--- src/rtl/ahb_uart_tx_if.sv ---
// AHB-Lite slave-side signal bundle for the UART transmitter.
interface ahb_uart_tx_if;
    logic        HSEL;
    logic [31:0] HADDR;
    logic [1:0]  HTRANS;
    logic        HWRITE;
    logic        HREADY;
    logic [31:0] HWDATA;
    logic [31:0] HRDATA;
    logic        HREADYOUT;

    modport slave (
        input  HSEL, HADDR, HTRANS, HWRITE, HREADY, HWDATA,
        output HRDATA, HREADYOUT
    );

    modport master (
        output HSEL, HADDR, HTRANS, HWRITE, HREADY, HWDATA,
        input  HRDATA, HREADYOUT
    );
endinterface

--- src/rtl/ahb_uart_tx.sv ---
// AHB-Lite zero-wait-state UART transmitter: DATA/STATUS/DIV registers,
// a small TX FIFO and an 8N1 serializer with a programmable bit period.
module ahb_uart_tx #(
    parameter logic [15:0] DIV_RESET  = 16'd103,
    parameter int          FIFO_DEPTH = 4
) (
    input  logic         HCLK,
    input  logic         HRESETn,
    ahb_uart_tx_if.slave ahb,
    output logic         txd
);
    localparam int PW = (FIFO_DEPTH > 1) ? $clog2(FIFO_DEPTH) : 1;
    localparam int CW = PW + 1;
    localparam logic [CW-1:0] DEPTH_C = CW'(FIFO_DEPTH);

    localparam logic [1:0] A_DATA   = 2'd0;
    localparam logic [1:0] A_STATUS = 2'd1;
    localparam logic [1:0] A_DIV    = 2'd2;

    typedef enum logic [1:0] {S_IDLE, S_START, S_DATA, S_STOP} state_t;

    // ---------------- bus data phase ----------------
    logic       acc;
    logic       dp_valid;
    logic       dp_write;
    logic [1:0] dp_addr;

    assign acc = ahb.HSEL & ahb.HTRANS[1] & ahb.HREADY;

    always_ff @(posedge HCLK or negedge HRESETn) begin
        if (!HRESETn) begin
            dp_valid <= 1'b0;
            dp_write <= 1'b0;
            dp_addr  <= 2'd0;
        end else begin
            dp_valid <= acc;
            dp_write <= acc & ahb.HWRITE;
            dp_addr  <= acc ? ahb.HADDR[3:2] : 2'd0;
        end
    end

    logic wr_en;
    logic push_req;
    assign wr_en    = dp_valid & dp_write;
    assign push_req = wr_en & (dp_addr == A_DATA);

    // ---------------- registers ----------------
    logic [15:0] div;
    logic        ovf;
    logic        pop;
    logic        push;
    logic        full;
    logic        empty;

    // A full FIFO still accepts a push when the serializer pops in the same cycle.
    assign push = push_req & (~full | pop);

    always_ff @(posedge HCLK or negedge HRESETn) begin
        if (!HRESETn) begin
            div <= DIV_RESET;
            ovf <= 1'b0;
        end else begin
            if (wr_en && dp_addr == A_DIV)
                div <= ahb.HWDATA[15:0];
            if (push_req && full && !pop)
                ovf <= 1'b1;
            else if (wr_en && dp_addr == A_STATUS && ahb.HWDATA[6])
                ovf <= 1'b0;
        end
    end

    // ---------------- TX FIFO ----------------
    logic [7:0]    mem [FIFO_DEPTH];
    logic [PW-1:0] wr_ptr;
    logic [PW-1:0] rd_ptr;
    logic [CW-1:0] count;
    logic [7:0]    head;

    assign full  = (count == DEPTH_C);
    assign empty = (count == '0);
    assign head  = mem[rd_ptr];

    always_ff @(posedge HCLK) begin
        if (push)
            mem[wr_ptr] <= ahb.HWDATA[7:0];
    end

    always_ff @(posedge HCLK or negedge HRESETn) begin
        if (!HRESETn) begin
            wr_ptr <= '0;
            rd_ptr <= '0;
            count  <= '0;
        end else begin
            if (push)
                wr_ptr <= wr_ptr + PW'(1);
            if (pop)
                rd_ptr <= rd_ptr + PW'(1);
            case ({push, pop})
                2'b10:   count <= count + CW'(1);
                2'b01:   count <= count - CW'(1);
                default: count <= count;
            endcase
        end
    end

    // ---------------- serializer ----------------
    state_t      state, state_nxt;
    logic [7:0]  shreg, shreg_nxt;
    logic [2:0]  bit_idx, bit_nxt;
    logic [15:0] baud, baud_nxt;
    logic        txd_nxt;
    logic        bit_end;

    assign bit_end = (baud == 16'd0);

    always_ff @(posedge HCLK or negedge HRESETn) begin
        if (!HRESETn) begin
            state   <= S_IDLE;
            shreg   <= 8'd0;
            bit_idx <= 3'd0;
            baud    <= 16'd0;
            txd     <= 1'b1;
        end else begin
            state   <= state_nxt;
            shreg   <= shreg_nxt;
            bit_idx <= bit_nxt;
            baud    <= baud_nxt;
            txd     <= txd_nxt;
        end
    end

    always_comb begin
        state_nxt = state;
        shreg_nxt = shreg;
        bit_nxt   = bit_idx;
        baud_nxt  = baud;
        pop       = 1'b0;
        case (state)
            S_IDLE: begin
                if (!empty) begin
                    pop       = 1'b1;
                    shreg_nxt = head;
                    baud_nxt  = div;
                    state_nxt = S_START;
                end
            end
            S_START: begin
                if (bit_end) begin
                    baud_nxt  = div;
                    bit_nxt   = 3'd0;
                    state_nxt = S_DATA;
                end else begin
                    baud_nxt = baud - 16'd1;
                end
            end
            S_DATA: begin
                if (bit_end) begin
                    baud_nxt  = div;
                    shreg_nxt = {1'b0, shreg[7:1]};
                    if (bit_idx == 3'd7)
                        state_nxt = S_STOP;
                    else
                        bit_nxt = bit_idx + 3'd1;
                end else begin
                    baud_nxt = baud - 16'd1;
                end
            end
            default: begin
                // Stop bit end chains straight into the next start bit when data waits.
                if (bit_end) begin
                    baud_nxt = div;
                    if (!empty) begin
                        pop       = 1'b1;
                        shreg_nxt = head;
                        state_nxt = S_START;
                    end else begin
                        state_nxt = S_IDLE;
                    end
                end else begin
                    baud_nxt = baud - 16'd1;
                end
            end
        endcase

        // txd is registered from the next state so it is glitch-free and aligned with state.
        case (state_nxt)
            S_START: txd_nxt = 1'b0;
            S_DATA:  txd_nxt = shreg_nxt[0];
            default: txd_nxt = 1'b1;
        endcase
    end

    // ---------------- read mux ----------------
    logic [2:0]  cnt3;
    logic        busy;
    logic [31:0] status;

    assign cnt3   = 3'(count);
    assign busy   = (state != S_IDLE);
    assign status = {25'd0, ovf, cnt3, empty, full, busy};

    always_comb begin
        ahb.HRDATA = 32'd0;
        if (dp_valid && !dp_write) begin
            case (dp_addr)
                A_STATUS: ahb.HRDATA = status;
                A_DIV:    ahb.HRDATA = {16'd0, div};
                default:  ahb.HRDATA = 32'd0;
            endcase
        end
    end

    assign ahb.HREADYOUT = 1'b1;

    logic unused_bits;
    assign unused_bits = ^{ahb.HADDR[31:4], ahb.HADDR[1:0], ahb.HTRANS[0], ahb.HWDATA[31:16]};
endmodule

--- src/flat_wrapper.sv ---
// flat-port wrapper written by rule: the top's interface ports become plain ports
module ahb_uart_tx_flat 
#(
    parameter logic [15:0] DIV_RESET  = 16'd103,
    parameter int          FIFO_DEPTH = 4
)
  (HCLK, HRESETn, txd, ahb_HSEL, ahb_HADDR, ahb_HTRANS, ahb_HWRITE, ahb_HREADY, ahb_HWDATA, ahb_HRDATA, ahb_HREADYOUT);
  ahb_uart_tx_if ahb_i ();
  input  logic HCLK;
  input  logic HRESETn;
  output logic txd;
  input wire logic [$bits(ahb_i.HSEL)-1:0] ahb_HSEL;
  input wire logic [$bits(ahb_i.HADDR)-1:0] ahb_HADDR;
  input wire logic [$bits(ahb_i.HTRANS)-1:0] ahb_HTRANS;
  input wire logic [$bits(ahb_i.HWRITE)-1:0] ahb_HWRITE;
  input wire logic [$bits(ahb_i.HREADY)-1:0] ahb_HREADY;
  input wire logic [$bits(ahb_i.HWDATA)-1:0] ahb_HWDATA;
  output wire logic [$bits(ahb_i.HRDATA)-1:0] ahb_HRDATA;
  output wire logic [$bits(ahb_i.HREADYOUT)-1:0] ahb_HREADYOUT;
  assign ahb_i.HSEL = ahb_HSEL;
  assign ahb_i.HADDR = ahb_HADDR;
  assign ahb_i.HTRANS = ahb_HTRANS;
  assign ahb_i.HWRITE = ahb_HWRITE;
  assign ahb_i.HREADY = ahb_HREADY;
  assign ahb_i.HWDATA = ahb_HWDATA;
  assign ahb_HRDATA = ahb_i.HRDATA;
  assign ahb_HREADYOUT = ahb_i.HREADYOUT;
  ahb_uart_tx #(.DIV_RESET(DIV_RESET), .FIFO_DEPTH(FIFO_DEPTH)) u_core (.HCLK(HCLK), .HRESETn(HRESETn), .ahb(ahb_i), .txd(txd));
endmodule
--- config.mk ---
export PLATFORM = sky130hd
export DESIGN_NAME = ahb_uart_tx_flat
export DESIGN_NICKNAME = d
export VERILOG_FILES = /design/src/rtl/ahb_uart_tx_if.sv /design/src/rtl/ahb_uart_tx.sv /design/src/flat_wrapper.sv
export SDC_FILE = /design/constraint.sdc
export NUM_CORES = 1
export LEC_CHECK = 0
export BUFFER_PORTS_ARGS = -buffer_cell sky130_fd_sc_hd__buf_4
export CAP_MARGIN = 15
export CORE_MARGIN = 2
export CORE_UTILIZATION = 30
export CTS_CLUSTER_SIZE = 16
export DETAILED_ROUTE_END_ITERATION = 7
export PLACE_DENSITY = 0.56
export SYNTH_ARGS = -nofsm -noshare
export SYNTH_HDL_FRONTEND = slang
export SYNTH_SLANG_ARGS = --single-unit
export TNS_END_PERCENT = 30
--- constraint.sdc ---
create_clock -name HCLK -period 2.53 [get_ports HCLK]
set_input_delay 0.1265 -clock HCLK [delete_from_list [all_inputs] [get_ports HCLK]]
set_output_delay 0.1265 -clock HCLK [all_outputs]
set_load 0.01 [all_outputs]
==> summary.md <==
| Metric | Value |
|---|---|
| Worst-path clk slew | `0.07 ns` |
| Die Ht | `127 um` |
| Final period util | `91.2%` |
| Residual DRC count | `0` |
| Worst r2r src | `u_core.baud[0]` |
| Commonest cells after routing, fill and taps aside | `buf_4 (61), dfrtp_1 (52), edfxtp_1 (32)` |
| Mapped Avg Cell Area | `roughly 12 um2` |
| Cell Rows | `44` |
| Worst hold path stage count | `1` |
| Synth area leaders | `dfrtp_1 (29%), edfxtp_1 (21%), mux2_2 (4.5%)` |
| Worst-Margin Slew | `~0.74 ns` |
| Largest stage delay on the critical path | `about 0.4 ns` |
| Startpoint Class | `flip-flop` |
| Pre-Repair DR Iteration Count | `5` |
| CTS buffer count | `9` |
| Worst-path cell chain | `inv_1 > ha_1 > nor3b_2 > and4_4 > o211a_4 > nand2_1 > fa_1 > inv_1 > a211oi_1 > a31oi_1 > xnor2_1` |
| Crit Path Max Fanout | `4` |
| Post-DR wirelength/cell | `approximately 15 um` |
| Via-per-instance ratio | `4.95` |
| Post-Syn Area | `~0.0045 mm2` |
| Vias in the first global route | `between 3000 and 4000` |
| Yosys reg bits | `90` |
| Remaining antenna violation count after routing | `0` |
| Ant diodes | `0` |
| Largest net degree at the start of global routing | `59` |
| Pre-CTS setup slack | `around 0.09 ns` |
| Vias | `~3100` |
| Final min period | `between 2 and 2.5 ns` |
| Initial antenna violation count | `0` |
| Flop pwr share | `41.8%` |
| Synth area leader | `dfrtp_1` |
| Critical path endpoint category | `flip-flop` |
| Largest family of logic cells by synthesized area | `simple AND/OR/NAND/NOR gates` |
| Fillers | `1394` |
| Fmax | `approximately 0.43 GHz` |
| Max-cap violation count | `0` |
| Top-Level Pins | `around 110` |
| H-tree depth | `3` |
| Synth Instances | `384` |
| Top-area cell type share of the netlist area | `approximately 29%` |
| R2R cell count | `11` |
| Number of synthesized flops with an enable pin | `32` |
| Reg-to-reg endpoint | `u_core.cnt3[2]` |
| Final Hold Viols | `0` |
| Worst endpoint data arrival time | `around 2.6 ns` |
| Internal | `~3.4 mW` |
| Die width | `127 um` |
| Warnings, synthesis | `0` |
| Most frequent CP cell | `inv_1` |
| Clk pwr share | `26.4%` |
| Pwr Total | `around 5.1 mW` |
| Core ar. | `roughly 0.015 mm2` |
| Asr flop ratio synth | `between 60% and 70%` |
| Worst rel slew slack | `between 50% and 60%` |
| Deepest clock path buffer count | `2` |
| Pwr Density | `933 mW/mm2` |
| Most common cell after layout, fill and taps aside | `buf_4` |
| Post-synthesis adder-cell area fraction | `3.22%` |
| Register area share after synthesis | `between 50% and 60%` |
| First-pass GRT wire length | `roughly 16 mm` |
| Area growth, synth to finish | `21.9%` |
| Initial Utilization | `a little under a third` |
| GRT Total Usage | `around an eighth` |
| Final hold slack | `0.00596 ns` |
| Die Area | `approximately 0.016 mm2` |
| Clock skew | `approximately 0.0086 ns` |
| Clock Sinks | `90` |
| Endpoint, Worst Hold | `u_core.mem[3][7]` |
| Final setup margin | `about 0.22 ns` |
| Multi-input gate area | `between 0.0015 and 0.002 mm2` |
| Buffers added on ports | `40` |
| Leakage | `roughly 2.2 nW` |
| Initial DRC Count | `217` |
| Final setup fails | `0` |
| Crit path kind | `reg -> reg` |
| Post-Route Setup TNS | `0 ns` |
| Global route overflow | `0` |
| Worst Hold Class | `in -> reg` |
| Number of post-CTS setup repair buffers | `0` |
| Max-slew violations | `0` |
| Peak VDD IR | `approximately 450 uV` |
| Worst path slowest cell | `dfrtp_1` |
| Fraction of layout cells with a size suffix above 1 | `roughly 29%` |
| Status | `finished clean` |
| Hold wc startpoint | `ahb_HWDATA[7]` |
| FF-to-FF setup slack | `roughly 0.22 ns` |
| Sequential cell area | `between 0.002 and 0.0025 mm2` |
| Routed wire length | `9.74 mm` |
| Mux contribution to synthesized area | `under 10%` |
| RSZ-0062 raised after global routing | `false` |
| Root Buffer | `clkbuf_16` |
| Worst-Skew Late Latency | `approximately 0.34 ns` |
| Worst EP required | `about 2.8 ns` |
| Top FF cell, synth | `dfrtp_1` |
| Net switching power | `1.73 mW` |
| Combinational share of power | `31.8%` |
| CTS tree | `yes` |
| GP Congestion | `roughly 0.85` |
| Post-Synth Simple-Gate Area | `approximately 15%` |
| Compound-Gate Fraction of Synth Area | `~11%` |
| Half-perimeter wire length after placement | `7.00 mm` |
| Final net count | `~530` |
| Switch share | `between 30 and 40%` |
| Cell variety after synth | `62` |
| Synth Area in XOR/XNOR | `approximately 1.4%` |
-- power by group through the flow --
stage	Combinational (mW)	Sequential (mW)	Clock [mW]
5_1_grt	1.83	2.19	1.44
2_1_floorplan	1.24	2.02	0
3_5_place_dp	1.61	2.15	0
3_3_place_gp	1.57	2.15	0
4_1_cts	1.62	2.13	1.39
6_report	1.63	2.14	1.35
-- per-stage QoR --
| step | area [um2] | cells | utilization (%) |
|---|---|---|---|
| 6_report | 5490 | 635 | 37.6 |
| 5_1_grt | 5490 | 635 | 37.6 |
| 2_1_floorplan | 4560 | 399 | - |
| 4_1_cts | 5480 | 635 | 37.5 |
| 3_5_place_dp | 5090 | 611 | 34.9 |
| 3_3_place_gp | 5090 | 611 | 34.9 |
-- final cells by class --
type,count,share of cell area [%]
flip-flops and latches,90,44.1
multi-input cells,257,34.3
repair buffers,72,10.9
well taps,184,4.19
clock buffers,9,4.10
clock inverters,7,1.37
inverters,16,1.09
-- cells by family after synthesis --
family	after synthesis
other cells	2
compound gates	66
fa+ha+maj	11
flops	90
mux	29
buf+inv	52
xor+xnor	7
simple gates	127
-- cells in the mapped netlist, drive strengths merged, types with 9 or more instances --
| master | count |
|---|---|
| nor2 | 32 |
| nor3 | 15 |
| a22oi | 9 |
| ha | 10 |
| nand2 | 22 |
| o21ai | 15 |
| and2 | 18 |
| inv | 16 |
| buf | 25 |
| dfrtp | 52 |
| edfxtp | 32 |
| mux2 | 18 |
| clkbuf | 11 |
-- sequential cells by signal, summed over array words and instances (netlist names) --
signal	count
u_core.shreg	8
u_core.cnt3	3
u_core.state	2
u_core.dp_valid	1
u_core.rd_ptr	2
u_core.ovf	1
u_core.wr_ptr	2
u_core.baud	16
u_core.dp_write	1
u_core.bit_idx	3
u_core.div	16
u_core.mem	32
u_core.dp_addr	2
u_core.txd	1
-- worst max-delay path: cells and delay by family, from the launching register on --
family | cells | cell delay, ns
buffers and inverters | 2 | 0.17
AO/OA/AOI/OAI | 3 | 0.41
AND/OR/NAND/NOR | 3 | 0.55
adder cells (fa/ha/maj) | 2 | 0.58
XOR/XNOR | 1 | 0.13
flip-flops | 1 | 0.40
-- how the worst max path moves through the flow --
stage                              start  cells past startpoint                to  slack, ns
after detailed placement  u_core.baud[0]                     11    u_core.cnt3[2]       0.09
after global placement    u_core.baud[0]                      7  u_core.mem[2][7]       0.06
after global routing      u_core.baud[0]                     11    u_core.cnt3[2]      0.002
final                     u_core.baud[0]                     11    u_core.cnt3[2]       0.22
after floorplan           u_core.baud[0]                     12    u_core.cnt3[2]       0.02
after CTS                 u_core.baud[0]                     11    u_core.cnt3[2]       0.06
-- timing repair --
item                                    in CTS  in global routing
hold endpoints to repair                    69                  0
hold buffers                                 8                  0
endpoints found under the setup margin       0                  9
resized for setup                            0                  4
-- per-layer routing --
layer  up-vias  wire length (um)  global-route usage (%)  part of all wire, %
li1       1498                 -                       -                    -
met1      1561              4680                    17.4                   48
met2        76              4560                    20.0                   47
met3         8               360                    2.11                  3.7
met4         0               140                    4.72                  1.4
met5         -                 0                       0                    0
Note: power is estimated with default switching activity, not from simulation.
